### src/rtl/monitoreo_multicanal.sv
// monitoreo_multicanal: per-channel temperature monitor with heater/fan control
// and persistence-qualified alerts. Samples arrive one per cycle, tagged with a
// channel index; only the addressed channel's FSM advances.
// Optional feature: define MONITOREO_WATCHDOG_EN to add a per-channel idle
// watchdog that forces a channel into ALERTA when it stops receiving samples.
module monitoreo_multicanal #(
  parameter int N_CANALES = 4,
  parameter int W         = 10,
  parameter int T_BAJO    = 180,
  parameter int T_ALTO    = 260,
  parameter int HIST      = 10,
  parameter int N_PERSIST = 5,
  parameter int WD_CICLOS = 1000
) (
  input  logic                                                   clk,
  input  logic                                                   rst,
  input  logic                                                   temp_valid,
  input  logic [((N_CANALES > 1) ? $clog2(N_CANALES) : 1)-1:0]   temp_canal,
  input  logic signed [W-1:0]                                    temp_entrada,
  output logic [2*N_CANALES-1:0]                                 estado_actual,
  output logic [N_CANALES-1:0]                                   calefactor,
  output logic [N_CANALES-1:0]                                   ventilador,
  output logic [N_CANALES-1:0]                                   alerta_canal,
  output logic                                                   alerta,
  output logic                                                   err_canal
);

  localparam int CW    = (N_CANALES > 1) ? $clog2(N_CANALES) : 1;
  localparam int CNT_W = (N_PERSIST > 0) ? $clog2(N_PERSIST + 1) : 1;

  // Thresholds resized to the sample width so every compare is signed W-bit.
  localparam logic signed [W-1:0] LIM_BAJO = W'(T_BAJO);
  localparam logic signed [W-1:0] LIM_ALTO = W'(T_ALTO);
  localparam logic signed [W-1:0] REC_BAJO = W'(T_BAJO + HIST);
  localparam logic signed [W-1:0] REC_ALTO = W'(T_ALTO - HIST);

  localparam logic [CNT_W-1:0] CNT_MAX   = CNT_W'(N_PERSIST);
  localparam logic [CNT_W-1:0] CNT_UMBRAL = CNT_W'(N_PERSIST - 1);
  localparam logic [CW:0]      N_LIM     = (CW + 1)'(N_CANALES);

  typedef enum logic [1:0] {
    NORMAL = 2'b00,
    FRIO   = 2'b01,
    CALOR  = 2'b10,
    ALERTA = 2'b11
  } estado_t;

  // Remembers why a channel is in ALERTA so the right actuator stays on.
  typedef enum logic [1:0] {
    CAUSA_NINGUNA = 2'b00,
    CAUSA_FRIO    = 2'b01,
    CAUSA_CALOR   = 2'b10
  } causa_t;

  estado_t          st     [N_CANALES];
  estado_t          st_n   [N_CANALES];
  logic [CNT_W-1:0] cnt    [N_CANALES];
  logic [CNT_W-1:0] cnt_n  [N_CANALES];
  causa_t           causa  [N_CANALES];
  causa_t           causa_n[N_CANALES];

  estado_t clase;
  logic    en_rango;
  logic    acepta;
  logic    err_n;

`ifdef MONITOREO_WATCHDOG_EN
  localparam int WD_W = $clog2(WD_CICLOS + 1);
  localparam logic [WD_W-1:0] WD_MAX = WD_W'(WD_CICLOS);

  logic [WD_W-1:0] wd   [N_CANALES];
  logic [WD_W-1:0] wd_n [N_CANALES];
`endif

  // Classify the incoming sample, decide acceptance and compute every channel's next state.
  always_comb begin
    clase = NORMAL;
    if (temp_entrada < LIM_BAJO)
      clase = FRIO;
    else if (temp_entrada > LIM_ALTO)
      clase = CALOR;

    en_rango = (temp_entrada >= REC_BAJO) && (temp_entrada <= REC_ALTO);
    acepta   = temp_valid && ({1'b0, temp_canal} < N_LIM);
    err_n    = temp_valid && !({1'b0, temp_canal} < N_LIM);

    for (int i = 0; i < N_CANALES; i++) begin
      st_n[i]    = st[i];
      cnt_n[i]   = cnt[i];
      causa_n[i] = causa[i];

      if (acepta && (temp_canal == CW'(i))) begin
        case (st[i])
          NORMAL: begin
            if (clase != NORMAL) begin
              st_n[i]  = clase;
              cnt_n[i] = CNT_W'(1);
            end else begin
              cnt_n[i] = '0;
            end
          end
          FRIO, CALOR: begin
            if (clase == NORMAL) begin
              st_n[i]  = NORMAL;
              cnt_n[i] = '0;
            end else if (clase == st[i]) begin
              if (cnt[i] >= CNT_UMBRAL) begin
                st_n[i]    = ALERTA;
                cnt_n[i]   = CNT_MAX;
                causa_n[i] = (st[i] == FRIO) ? CAUSA_FRIO : CAUSA_CALOR;
              end else begin
                cnt_n[i] = cnt[i] + CNT_W'(1);
              end
            end else begin
              st_n[i]  = clase;
              cnt_n[i] = CNT_W'(1);
            end
          end
          default: begin
            if (en_rango) begin
              st_n[i]    = NORMAL;
              cnt_n[i]   = '0;
              causa_n[i] = CAUSA_NINGUNA;
            end
          end
        endcase
      end

`ifdef MONITOREO_WATCHDOG_EN
      // A sample in the same cycle wins over a timeout and restarts the count.
      if (acepta && (temp_canal == CW'(i))) begin
        wd_n[i] = '0;
      end else begin
        wd_n[i] = (wd[i] == WD_MAX) ? wd[i] : wd[i] + WD_W'(1);
        if ((wd_n[i] == WD_MAX) && (wd[i] != WD_MAX)) begin
          st_n[i]    = ALERTA;
          cnt_n[i]   = '0;
          causa_n[i] = CAUSA_NINGUNA;
        end
      end
`endif
    end
  end

  // State, persistence counters, causes and the error pulse update on each rising edge.
  always_ff @(posedge clk) begin
    if (rst) begin
      for (int i = 0; i < N_CANALES; i++) begin
        st[i]    <= NORMAL;
        cnt[i]   <= '0;
        causa[i] <= CAUSA_NINGUNA;
`ifdef MONITOREO_WATCHDOG_EN
        wd[i]    <= '0;
`endif
      end
      err_canal <= 1'b0;
    end else begin
      for (int i = 0; i < N_CANALES; i++) begin
        st[i]    <= st_n[i];
        cnt[i]   <= cnt_n[i];
        causa[i] <= causa_n[i];
`ifdef MONITOREO_WATCHDOG_EN
        wd[i]    <= wd_n[i];
`endif
      end
      err_canal <= err_n;
    end
  end

  // Actuator and alert outputs are decoded purely from the state flops.
  always_comb begin
    estado_actual = '0;
    calefactor    = '0;
    ventilador    = '0;
    alerta_canal  = '0;
    for (int i = 0; i < N_CANALES; i++) begin
      estado_actual[2*i +: 2] = st[i];
      alerta_canal[i] = (st[i] == ALERTA);
      calefactor[i]   = (st[i] == FRIO)  || ((st[i] == ALERTA) && (causa[i] == CAUSA_FRIO));
      ventilador[i]   = (st[i] == CALOR) || ((st[i] == ALERTA) && (causa[i] == CAUSA_CALOR));
    end
    alerta = |alerta_canal;
  end

endmodule

### config.mk
export PLATFORM = sky130hd
export DESIGN_NAME = monitoreo_multicanal
export DESIGN_NICKNAME = d
export VERILOG_FILES = /design/src/rtl/monitoreo_multicanal.sv
export SDC_FILE = /design/constraint.sdc
export NUM_CORES = 1
export LEC_CHECK = 0
export ABC_AREA = 1
export BUFFER_PORTS_ARGS = -buffer_cell sky130_fd_sc_hd__buf_2
export CORE_MARGIN = 2
export CORE_UTILIZATION = 58
export DETAILED_ROUTE_END_ITERATION = 7
export HOLD_SLACK_MARGIN = 0.08
export PLACE_DENSITY = 0.8
export SLEW_MARGIN = 20
export SYNTH_ARGS = -nofsm -noshare
export SYNTH_HDL_FRONTEND = slang
export SYNTH_SLANG_ARGS = --single-unit
export TNS_END_PERCENT = 30
### constraint.sdc
create_clock -name clk -period 2 [get_ports clk]
set_input_delay 0 -clock clk [delete_from_list [all_inputs] [get_ports clk]]
set_output_delay 0 -clock clk [all_outputs]
set_load 0.05 [all_outputs]
# ---- Word level (Yosys, flattened, before mapping)
# Memories as Yosys holds them, arrays and structs flattened.
# Index checks and enable logic that the tools add are counted.
dict set report classes {
  mux 98
  n_eq_ne 27
  n_lt_le_gt_ge 8
  reduce_logical 33
  addsub 4
  bitwise_logic 12
}
# cell n
set op_table {}
lappend op_table {{two-way mux 2 bit} 58}
lappend op_table {{two-way mux 3 bit} 24}
lappend op_table {{one-hot mux 2 bit (2 select lines)} 8}
lappend op_table {{== test 2 bit (second input constant)} 14}
lappend op_table {{one-hot mux 3 bit (2 select lines)} 4}
lappend op_table {{== test 2 x 1 -> 1 bit (second input constant)} 9}
lappend op_table {{logical AND 1 bit} 13}
lappend op_table {{adder 3 x 1 -> 3 bit (second input constant)} 4}
lappend op_table {{>= comparator 3 bit (second input constant)} 4}
lappend op_table {{zero test 2 bit} 6}
lappend op_table {{OR 1 bit} 12}
lappend op_table {{>= comparator 10 x 9 -> 1 bit (second input constant)} 1}
lappend op_table {{> comparator 10 bit (second input constant)} 1}
lappend op_table {{<= comparator 10 x 9 -> 1 bit (second input constant)} 1}
lappend op_table {{less-than comparator 10 x 9 -> 1 bit (second input constant)} 1}
lappend op_table {{== test 2 bit} 4}
lappend op_table {{logical OR 1 bit} 8}
lappend op_table {{OR reduction 2 bit} 4}
lappend op_table {{two-way mux 1 bit} 4}
lappend op_table {{OR reduction 4 bit} 1}
lappend op_table {{nonzero test 2 bit} 1}
dict set report word_totals {
  register_bits 0
  ram_bits 28
  output_inout_bits 22
  memories 3
}
# name depth word_bits rd rd_ports_with_merged_regs wr line_no
set mem_list {}
lappend mem_list {cnt 4 3 4 0 4 57} ;# logic [CNT_W-1:0] cnt [N_CANALES];
lappend mem_list {causa 4 2 4 0 4 59} ;# causa_t causa [N_CANALES];
lappend mem_list {st 4 2 4 0 4 55} ;# estado_t st [N_CANALES];

# ---- Logic depth before layout (Yosys ltp)
dict set report depth {
  depth_word 9
  mapped_depth 16
  depth_no_buf 15
}

# ---- Worst setup path before layout
# OpenSTA, ideal clock, no wires.
dict set report synth_path {
  path_kind {reg2out}
  start {memory st[3][0] (netlist name)}
  end {output port ventilador[3]}
  arrival_time_ps 2652
  setup_slack_ps -652
  stages_incl_launch_ff 4
  cell_sequence {dfxtp_1 -> ha_1 -> inv_1 -> o31ai_1}
}
# element line_no
set synth_lines {}
lappend synth_lines {{start: declaration} 55}
lappend synth_lines {{end: declaration} 22} ;# output logic [N_CANALES-1:0] ventilador,

==> impl_metrics.json <==
{
  "cp_cell_sequence": "inv_1, ha_1, inv_1, nand3_1, nand2_1, nor2_2, nand2_2, nor2_1, nor2_1, nor2_1",
  "initial_core_util": 0.6059,
  "final_common_cell": "nand2_1",
  "vias": 2787,
  "post-route-min-period_ns": 1.850,
  "place_inst": 519,
  "drc_errors": 0,
  "fin_crit_sh": 0.9249,
  "overflow": 0,
  "p_per_area_nw_per_um2": 473.6,
  "worstPathArrival_ns": 2.08,
  "r2r_end": "st[3][1]",
  "synth_xor_area_frac": 0,
  "p_leak_nw": 1.513,
  "fill_cells": 409,
  "yosys_register_bits": 28,
  "setup.worst_path.class": "register to register",
  "synth.distinct_cells": 29,
  "area_growth_pct": 13.19,
  "synthAdderAreaFrac": 0.1319,
  "pin_count": 37,
  "globalplace.congestion": 0.9235,
  "syn_area_per_cell_sq_um": 6.149,
  "cts-root-buf": "clkbuf_8",
  "skew_ns": 0.008775,
  "fin_nets": 516,
  "cts.sinks": 28,
  "fin_util": 0.6858,
  "stdcell_area_sq_um": 3007,
  "yosys_warnings": 0,
  "antenna_left": 0,
  "hold_end": "cnt[3][2]",
  "io_buffers": 35,
  "grt_pass1_wl_mm": 10.81,
  "antenna_found_initial": 0,
  "r2r_start": "st[3][1]",
  "drive_gt1_frac": 0.1801,
  "synth_cells": 432,
  "die_width_um": 71.68,
  "htree_num_levels": 1,
  "fmax_ghz": 0.5406,
  "drtIter0Drc": 165,
  "avgRoutedWirePerCell_um": 12.19,
  "path_delay_family": "simple AND/OR/NAND/NOR gates",
  "hold_depth": 5,
  "track_usage": 0.2590,
  "crit_path_start_kind": "register",
  "synth_nets": 475,
  "peakVddDrop_uv": 253.2,
  "fin_cells": 524,
  "synth_top_family_by_area": "simple AND/OR/NAND/NOR gates",
  "diodes": 0,
  "rsz0062_at_grt": "false",
  "hold_viol": 0,
  "status": "finished, final reports clean",
  "yosys.area_share.simple": 0.3994,
  "slowest_delay_ns": 0.46,
  "vias_per_cell": 5.319,
  "place_area_sq_um": 2925,
  "p_total_mw": 1.424,
  "grt_pass1_vias": 2509,
  "yosysSeqAreaShare": 0.2110,
  "critPathRequiredTime_ns": 2.24,
  "dpl.hpwl_mm": 4.906,
  "syn_area_sq_um": 2656,
  "min_from": "temp_canal[0]",
  "crit_top_cell": "nor2_1",
  "routed_wl_mm": 6.390,
  "r2r_slack_ns": 0.15,
  "clk_latency_ns": 0.29,
  "cts_tree": "built",
  "die-area_sq_um": 5137,
  "critPathCaptureType": "register",
  "cts_setup_buffers": 0,
  "fin_setup_tns_ns": 0,
  "dr.pass1.iters": 4,
  "die_h_um": 71.68,
  "synthMuxAreaShare": 0,
  "final_cell_mix": "nand2_1, inv_1, nor2_1",
  "cts_buffers": 3,
  "fp-row-count": 24,
  "r2r_cells": 10,
  "grt_max_degree": 17,
  "finalSetupViolCount": 0,
  "cts_buffer_depth": 2,
  "crit_fanout": 6,
  "slowest_stage": "dfxtp_1",
  "synth_compound_area_frac": 0.1314,
  "critPathBufInv": 2,
  "slew_violations": 0,
  "clk_pin_slew_ns": 0.11,
  "drv_cap": 0,
  "hold_class": "input pin to register",
  "core_region_area_sq_um": 4384
}
-- repair_timing --
item                      CTS  global route
resized for setup           0             0
hold endpoints to repair    2             0
hold buffers                1             0
-- power breakdown --
group          total (mW)  switching (mW)  internal [mW]
Sequential          0.589          0.0150          0.574
Combinational       0.368           0.251          0.116
Clock               0.468           0.199          0.269
-- per-layer routing --
layer,up-vias,global-route usage,wire length (um)
li1,1440,-,-
met1,1252,0.3330,2866
met2,85,0.4630,3098
met3,10,0.02110,337
met4,0,0.07128,87
met5,-,0,0
-- registers in the layout, indices dropped and copies added, names as in the netlist --
name	flops
causa	8
cnt	12
st	8
-- cells in the mapped netlist --
cell type	number	area, sq um
nand3b_1	1	7.510
o31ai_1	4	30.03
buf_6	4	45.04
o2111ai_1	1	8.760
nand3_2	3	30.03
a21oi_1	26	130.1
nor2_1	55	206.5
a31o_2	1	8.760
a211oi_1	1	7.510
nand2_2	12	75.07
inv_1	69	259.0
a21oi_2	5	43.79
nand2_1	103	386.6
nor2_2	4	25.02
nand4_1	4	25.02
dfxtp_1	28	560.5
nand3_1	36	180.2
conb_1	1	3.750
nor3_1	8	40.04
nor2_4	5	56.30
o21ai_0	21	105.1
o21ai_1	3	15.01
buf_4	1	7.510
clkbuf_1	1	3.750
nand2_4	2	22.52
buf_2	1	5.000
inv_2	3	11.26
and2_1	1	6.260
ha_1	28	350.3
-- metrics by stage --
stage               worst slack [ns]  hold slack, ns
finish                        0.1503          0.1579
global route                0.007554          0.2073
CTS                           0.1790          0.1490
detailed placement            0.2108          0.3798
global placement              0.2131          0.3756
floorplan                    -0.2175         0.06244
-- layout make-up --
cell class | instances | area, sq um | share of cell area
clock buffer | 3 | 41.29 | 0.01373
clock inverter | 1 | 30.03 | 0.009988
inverter | 72 | 270.3 | 0.08989
multi-input combinational | 325 | 1802 | 0.5993
sequential | 28 | 560.5 | 0.1864
tap | 52 | 65.06 | 0.02164
timing repair buffer | 43 | 237.7 | 0.07907
-- cells by family after synthesis --
family	Yosys count
AO/OA/AOI/OAI	62
AND/OR/NAND/NOR	234
flip-flops	28
adder cells (fa/ha/maj)	28
buffers and inverters	79
other	1
-- tightest hold or removal path, cell delays in order --
cell and delay [ns]:
buf_2 0.11, inv_1 0.06, nor3_1 0.07, nand4_1 0.10
a21oi_1 0.06
-- worst max path at each step --
stage / start / end / cells past startpoint
finish: st[3][1] / st[3][1] / 10
global route: st[2][1] / st[2][1] / 10
CTS: st[3][1] / st[3][1] / 10
detailed placement: st[3][1] / st[3][1] / 10
global placement: st[3][1] / st[3][1] / 9
floorplan: st[0][0] / ventilador[0] / 3
(Power assumes the default switching activity.)
